$ cat src/rtl/div_sequencer.sv
// rtl/div_sequencer.sv - multi-cycle restoring divider sequencer with stall/cancel handshake
//
// Purpose: signed/unsigned WIDTH-bit divide, one restoring step per cycle on
// operand magnitudes, followed by a single sign-fix cycle.
// Ports:
//   clk, rst              clock, asynchronous active-high reset
//   start, is_signed      request a divide (sampled in IDLE) and its signedness
//   dividend, divisor     operands, sampled with start
//   cancel                flush kill, aborts any operation next edge
//   stall                 pipeline hold request while a divide is in progress
//   busy                  high whenever not IDLE
//   done                  one-cycle result-valid pulse
//   hilo                  registered result {remainder, quotient}
module div_sequencer #(
    parameter int WIDTH  = 32,
    parameter int CYCLES = WIDTH
) (
    input  logic                 clk,
    input  logic                 rst,
    input  logic                 start,
    input  logic                 is_signed,
    input  logic [WIDTH-1:0]     dividend,
    input  logic [WIDTH-1:0]     divisor,
    input  logic                 cancel,
    output logic                 stall,
    output logic                 busy,
    output logic                 done,
    output logic [2*WIDTH-1:0]   hilo
);

    typedef enum logic [1:0] {
        S_IDLE = 2'd0,
        S_CALC = 2'd1,
        S_FIX  = 2'd2,
        S_DONE = 2'd3
    } state_t;

    state_t             r_state;
    state_t             w_state_next;
    logic [5:0]         r_cnt;
    logic [WIDTH-1:0]   r_rem;
    logic [WIDTH-1:0]   r_quo;
    logic [WIDTH:0]     r_dvs;
    logic               r_neg_q;
    logic               r_neg_r;

    logic               w_accept;
    logic               w_div_zero;
    logic               w_dvd_neg;
    logic               w_dvs_neg;
    logic [WIDTH-1:0]   w_dvd_abs;
    logic [WIDTH:0]     w_dvs_abs;
    logic [WIDTH:0]     w_shift;
    logic               w_ge;
    logic [WIDTH-1:0]   w_sub;
    logic [WIDTH-1:0]   w_rem_next;
    logic [WIDTH-1:0]   w_quo_next;
    logic [WIDTH-1:0]   w_quo_fix;
    logic [WIDTH-1:0]   w_rem_fix;

    assign w_accept   = (r_state == S_IDLE) && start && !cancel;
    assign w_div_zero = (divisor == '0);
    assign w_dvd_neg  = is_signed && dividend[WIDTH-1];
    assign w_dvs_neg  = is_signed && divisor[WIDTH-1];

    // The most negative dividend negates to 2^(WIDTH-1), which is still
    // representable as an unsigned WIDTH-bit magnitude.
    assign w_dvd_abs  = w_dvd_neg ? -dividend : dividend;
    // Divisor magnitude carried with one extra bit so the compare below
    // treats 2^(WIDTH-1) as a plain positive value.
    assign w_dvs_abs  = w_dvs_neg ? -{divisor[WIDTH-1], divisor} : {1'b0, divisor};

    // Restoring step: shift the next dividend bit into the partial remainder
    // and subtract only when the divisor fits. The partial remainder stays
    // below the divisor, so it never needs more than WIDTH bits.
    assign w_shift    = {r_rem, r_quo[WIDTH-1]};
    assign w_ge       = (w_shift >= r_dvs);
    assign w_sub      = WIDTH'(w_shift - r_dvs);
    assign w_rem_next = w_ge ? w_sub : w_shift[WIDTH-1:0];
    assign w_quo_next = {r_quo[WIDTH-2:0], w_ge};

    assign w_quo_fix  = r_neg_q ? -r_quo : r_quo;
    assign w_rem_fix  = r_neg_r ? -r_rem : r_rem;

    always_ff @(posedge clk or posedge rst) begin
        if (rst) begin
            r_state <= S_IDLE;
        end else begin
            r_state <= w_state_next;
        end
    end

    always_comb begin
        w_state_next = r_state;
        stall        = 1'b0;
        busy         = (r_state != S_IDLE);
        done         = 1'b0;
        case (r_state)
            S_IDLE: begin
                if (start && !cancel) begin
                    stall        = 1'b1;
                    w_state_next = w_div_zero ? S_DONE : S_CALC;
                end
            end
            S_CALC: begin
                stall = !cancel;
                if (r_cnt == 6'(CYCLES - 1)) begin
                    w_state_next = S_FIX;
                end
            end
            S_FIX: begin
                stall        = !cancel;
                w_state_next = S_DONE;
            end
            S_DONE: begin
                done         = !cancel;
                w_state_next = S_IDLE;
            end
            default: w_state_next = S_IDLE;
        endcase
        if (cancel) begin
            w_state_next = S_IDLE;
        end
        // Inputs may toggle while reset is held; keep the hold request quiet.
        if (rst) begin
            stall = 1'b0;
        end
    end

    always_ff @(posedge clk or posedge rst) begin
        if (rst) begin
            r_cnt   <= '0;
            r_rem   <= '0;
            r_quo   <= '0;
            r_dvs   <= '0;
            r_neg_q <= 1'b0;
            r_neg_r <= 1'b0;
            hilo    <= '0;
        end else begin
            case (r_state)
                S_IDLE: begin
                    r_cnt <= '0;
                    if (w_accept) begin
                        r_rem   <= '0;
                        r_quo   <= w_dvd_abs;
                        r_dvs   <= w_dvs_abs;
                        r_neg_q <= w_dvd_neg ^ w_dvs_neg;
                        r_neg_r <= w_dvd_neg;
                        // Divide by zero skips CALC/FIX and enters DONE directly.
                        if (w_div_zero) begin
                            hilo <= {dividend, {WIDTH{1'b1}}};
                        end
                    end
                end
                S_CALC: begin
                    if (!cancel) begin
                        r_rem <= w_rem_next;
                        r_quo <= w_quo_next;
                        r_cnt <= r_cnt + 6'd1;
                    end
                end
                S_FIX: begin
                    r_cnt <= '0;
                    if (!cancel) begin
                        hilo <= {w_rem_fix, w_quo_fix};
                    end
                end
                default: r_cnt <= '0;
            endcase
        end
    end

endmodule

$ cat config.mk
export PLATFORM = sky130hd
export DESIGN_NAME = div_sequencer
export DESIGN_NICKNAME = d
export VERILOG_FILES = /design/src/rtl/div_sequencer.sv
export SDC_FILE = /design/constraint.sdc
export NUM_CORES = 1
export LEC_CHECK = 0
export CORE_ASPECT_RATIO = 1.75
export CORE_UTILIZATION = 45
export DETAILED_ROUTE_END_ITERATION = 10
export HOLD_SLACK_MARGIN = 0.08
export PLACE_DENSITY_LB_ADDON = 0.25
export SLEW_MARGIN = 20
export SYNTH_ARGS = -nofsm -noshare
export SYNTH_HDL_FRONTEND = slang
export SYNTH_SLANG_ARGS = --single-unit
export TNS_END_PERCENT = 20
$ cat constraint.sdc
create_clock -name clk -period 9.23 [get_ports clk]
set_clock_uncertainty 0.2 [all_clocks]
set_input_delay 1.3845 -clock clk [delete_from_list [all_inputs] [get_ports clk]]
set_output_delay 1.3845 -clock clk [all_outputs]
set_load 0.05 [all_outputs]
==> results.cfg <==
[outcome]
outcome = finished clean

[power_and_ir_drop]
vdd_ir_drop_max_mv = 0.167
report.power.total_w = 0.00501
p_sw_w = 0.00244
seq_power_share_pct = 27.9
power.share.clock_pct = 14.1
combPwrFrac_pct = 58.0
switching_share_pct = 48.6
leakagePower_nw = 5.82
power_report.internal_total_w = 0.00257
power_density_over_the_cells_mw_per_mm2 = 360

[routing]
antenna_violating_nets_post_route = 0
detailedRoute.firstPassIterationCount = 7
wl_per_cell_um = 17.2
post_drt_via_cell_ratio = 5.66
remaining_drc_errors = 0
detailedRoute.firstIterationViolations = 467
vias_post_dr = 10343
postRouteWirelength_mm = 31.3

[sta]
slew_viol_final = 0
finalHoldViolations = 0
grt_setup_unrepaired = false
post-route-period-util_pct = 57.6
worst_slew_margin_rel_pct = 35.8
finalSetupTns_ns = 0
number_of_setup_violations_in_the_final_report = 0
worst_slew_pin_slew_ns = 0.962
clock.fmax_ghz = 0.188
min_period_ns = 5.32

[global_routing]
gr-max-usage-layer = met2
first_pass_grt_wire_length_mm = 52.0
grt_util_met3_pct = 2.99
antenna_found_initial = 1
pin_count_of_the_biggest_net_entering_global_routing = 98
grt.total_usage_pct = 24.2
grt_overflow_total = 0
met1_grt_util_pct = 25.9
grt_pass1_vias = 10026
met2_track_demand_over_resource_in_global_routing_pct = 45.4

[synth]
synth-compound-area-share_pct = 23.7
yosys.area.top_type_share_pct = 36.1
postSynthCellCount = 1415
post_synthesis_sequential_area_ratio_pct = 36.1
synth_ff_type = sky130_fd_sc_hd__dfrtp_1
synth_async_sr_flop_share_pct = 100
synth-simple-area-share_pct = 17.8
mapped_area_mm2 = 0.0118
syn_nets = 1528
post_synth_fa_ha_maj_area_fraction_pct = 4.71
main_combinational_cell_family_by_area_after_synthesis = compound AO/OA/AOI/OAI gates
synth_area_per_cell_um2 = 8.37
yosys.area_share.xor_xnor_pct = 10.6
yosysUniqueCellTypes = 75
muxShareOfSynthArea_pct = 2.03
synthDominantAreaCellType = sky130_fd_sc_hd__dfrtp_1
synthesis.yosys.warnings = 0
synth.top_cells.by_area = sky130_fd_sc_hd__dfrtp_1 (36%), sky130_fd_sc_hd__o21ai_0 (7.7%), sky130_fd_sc_hd__xor2_1 (6.6%)
synth_edf_count = 0
ys_ff_latch = 171

[job]
max_cap_viol_count = 0

[cts]
total_cts_buffers = 17
postCtsSetupBuffers = 0
cts_buffer_depth = 2
cts_tree = yes
cts.htree.levels = 4
cts_num_sinks = 171
worst_skew_pair.late_latency_ns = 0.45
cts_root_buffer = sky130_fd_sc_hd__clkbuf_16
post_cts_resize_count = 0
cts.clk_slew.worst_paths_ns = 0.06
holdBufCountCts = 0

[worst_setup_path]
critical_path_peak_fanout = 11
critical_path_cell_with_the_highest_stage_delay = sky130_fd_sc_hd__clkdlybuf4s50_1
cp-start-kind = primary input
cpMostUsedCell = sky130_fd_sc_hd__clkdlybuf4s50_1
timing.reg2reg.worst_path_depth = 10
worst-setup-path-type = in -> out
critPathRequiredTime_ns = 7.65
crit_arrival_ns = 3.73
worstPathCellList = clkdlybuf4s50_1 > inv_1 > and3_1 > a21oi_1 > nor3_1 > clkdlybuf4s50_1
worstSetupEndpointType = output pin
critical-path-max-stage-delay_ns = 0.83

[final_layout]
number_of_nets_in_the_layout = 1606
fraction_of_final_layout_cells_with_drive_strength_greater_than_1_pct = 5.38
regArea_mm2 = 0.00428
synth_to_final_area_change_pct = 17.5
layout.cells.most_common_list = sky130_fd_sc_hd__nand2_1 (190), sky130_fd_sc_hd__o21ai_0 (181), sky130_fd_sc_hd__dfrtp_1 (170)
fillCellCount = 2454
final_core_util_pct = 53.8
area_used_by_multi_input_combinational_logic_mm2 = 0.00699
final_cell_area_mm2 = 0.0139
layout.cells.most_common = sky130_fd_sc_hd__nand2_1

[placed_design]
globalplace.congestion = 0.898
placed_area_mm2 = 0.0133
dp.final_hpwl_mm = 24.1
placement.io_buffers = 135

[floorplanning]
placeableCoreArea_mm2 = 0.0259
ios = 136
initial_core_utilization_pct = 45.8
die_footprint_mm2 = 0.0270
chipHeight_um = 217
rows = 78
die-width_um = 125

[hold_path]
worstHoldPathCells = 2
min_path_type = reg -> reg
[cell type report]
type	count	share of cell area, %
Inverter	59	1.63
Tap cell	320	2.88
Timing Repair Buffer	146	10.3
Clock buffer	24	3.68
Multi-Input combinational cell	1098	50.3
Sequential cell	171	30.8
Clock inverter	7	0.450
Antenna cell	1	0.0180
[sequential cells by signal, summed over array words and instances (netlist names)]
name and flops:
r_neg_r 1, r_dvs 33, r_neg_q 1, r_quo 32, r_cnt 6, hilo 64
r_state 2, r_rem 32
[worst paths after layout]
check | start | to | slack, ns
worst max-delay path | cancel | stall | 3.91
worst min-delay path | r_dvs[18] | r_dvs[18] | 0.28
worst max register to register | r_rem[23] | r_rem[14] | 5.13
worst min register to register | r_dvs[18] | r_dvs[18] | 0.28
max in group asynchronous | rst | r_quo[20] | 6.02
min in group asynchronous | rst | r_cnt[1] | 1.30
[critical path: cells and delay by family]
kind,cells,cell delay [ns]
AO/OA/AOI/OAI,1,0.09
buffers and inverters,3,1.66
AND/OR/NAND/NOR,2,0.60
[per-stage QoR]
stage	std cells	setup WS, ns	hold slack (ns)
2_1_floorplan	1415	3.01	0.250
3_3_place_gp	1794	3.91	0.261
3_5_place_dp	1794	3.83	0.270
4_1_cts	1825	3.93	0.284
5_1_grt	1826	3.80	0.291
6_report	1826	3.91	0.278
[power groups by stage]
stage | combinational, W | clock [W] | sequential, W
after floorplan | 0.00184 | 0 | 0.00170
after global placement | 0.00288 | 0 | 0.00140
after detailed placement | 0.00291 | 0 | 0.00141
after CTS | 0.00292 | 0.000717 | 0.00140
after global routing | 0.00322 | 0.000752 | 0.00145
final | 0.00291 | 0.000706 | 0.00140
[per-layer routing]
metal  wire (µm)  part of all wire, %
met5           0                    0
met4        1440                  4.6
met3         816                  2.6
met2       17100                   55
met1       12000                   38
[synthesized netlist by cell type, types with 24 or more instances]
cell	count
sky130_fd_sc_hd__nand2_1	190
sky130_fd_sc_hd__o21ai_0	181
sky130_fd_sc_hd__dfrtp_1	171
sky130_fd_sc_hd__xor2_1	89
sky130_fd_sc_hd__a21oi_1	86
sky130_fd_sc_hd__nor2_1	82
sky130_fd_sc_hd__inv_1	58
sky130_fd_sc_hd__clkbuf_1	57
sky130_fd_sc_hd__xnor2_1	54
sky130_fd_sc_hd__ha_1	43
sky130_fd_sc_hd__a31oi_1	41
sky130_fd_sc_hd__nand3_1	30
sky130_fd_sc_hd__o31ai_1	26
sky130_fd_sc_hd__mux2i_1	24
[cells by family (layout without fill, tap and decap cells)]
group	Yosys count	count (layout)
other	0	1
DFF	171	171
buffers and inverters	146	236
and+or+nand+nor	435	435
muxes	24	24
AOI/OAI and AO/OA	452	452
adders and majority gates	44	44
xor gates and xnor gates	143	143
(Power assumes the default switching activity.)
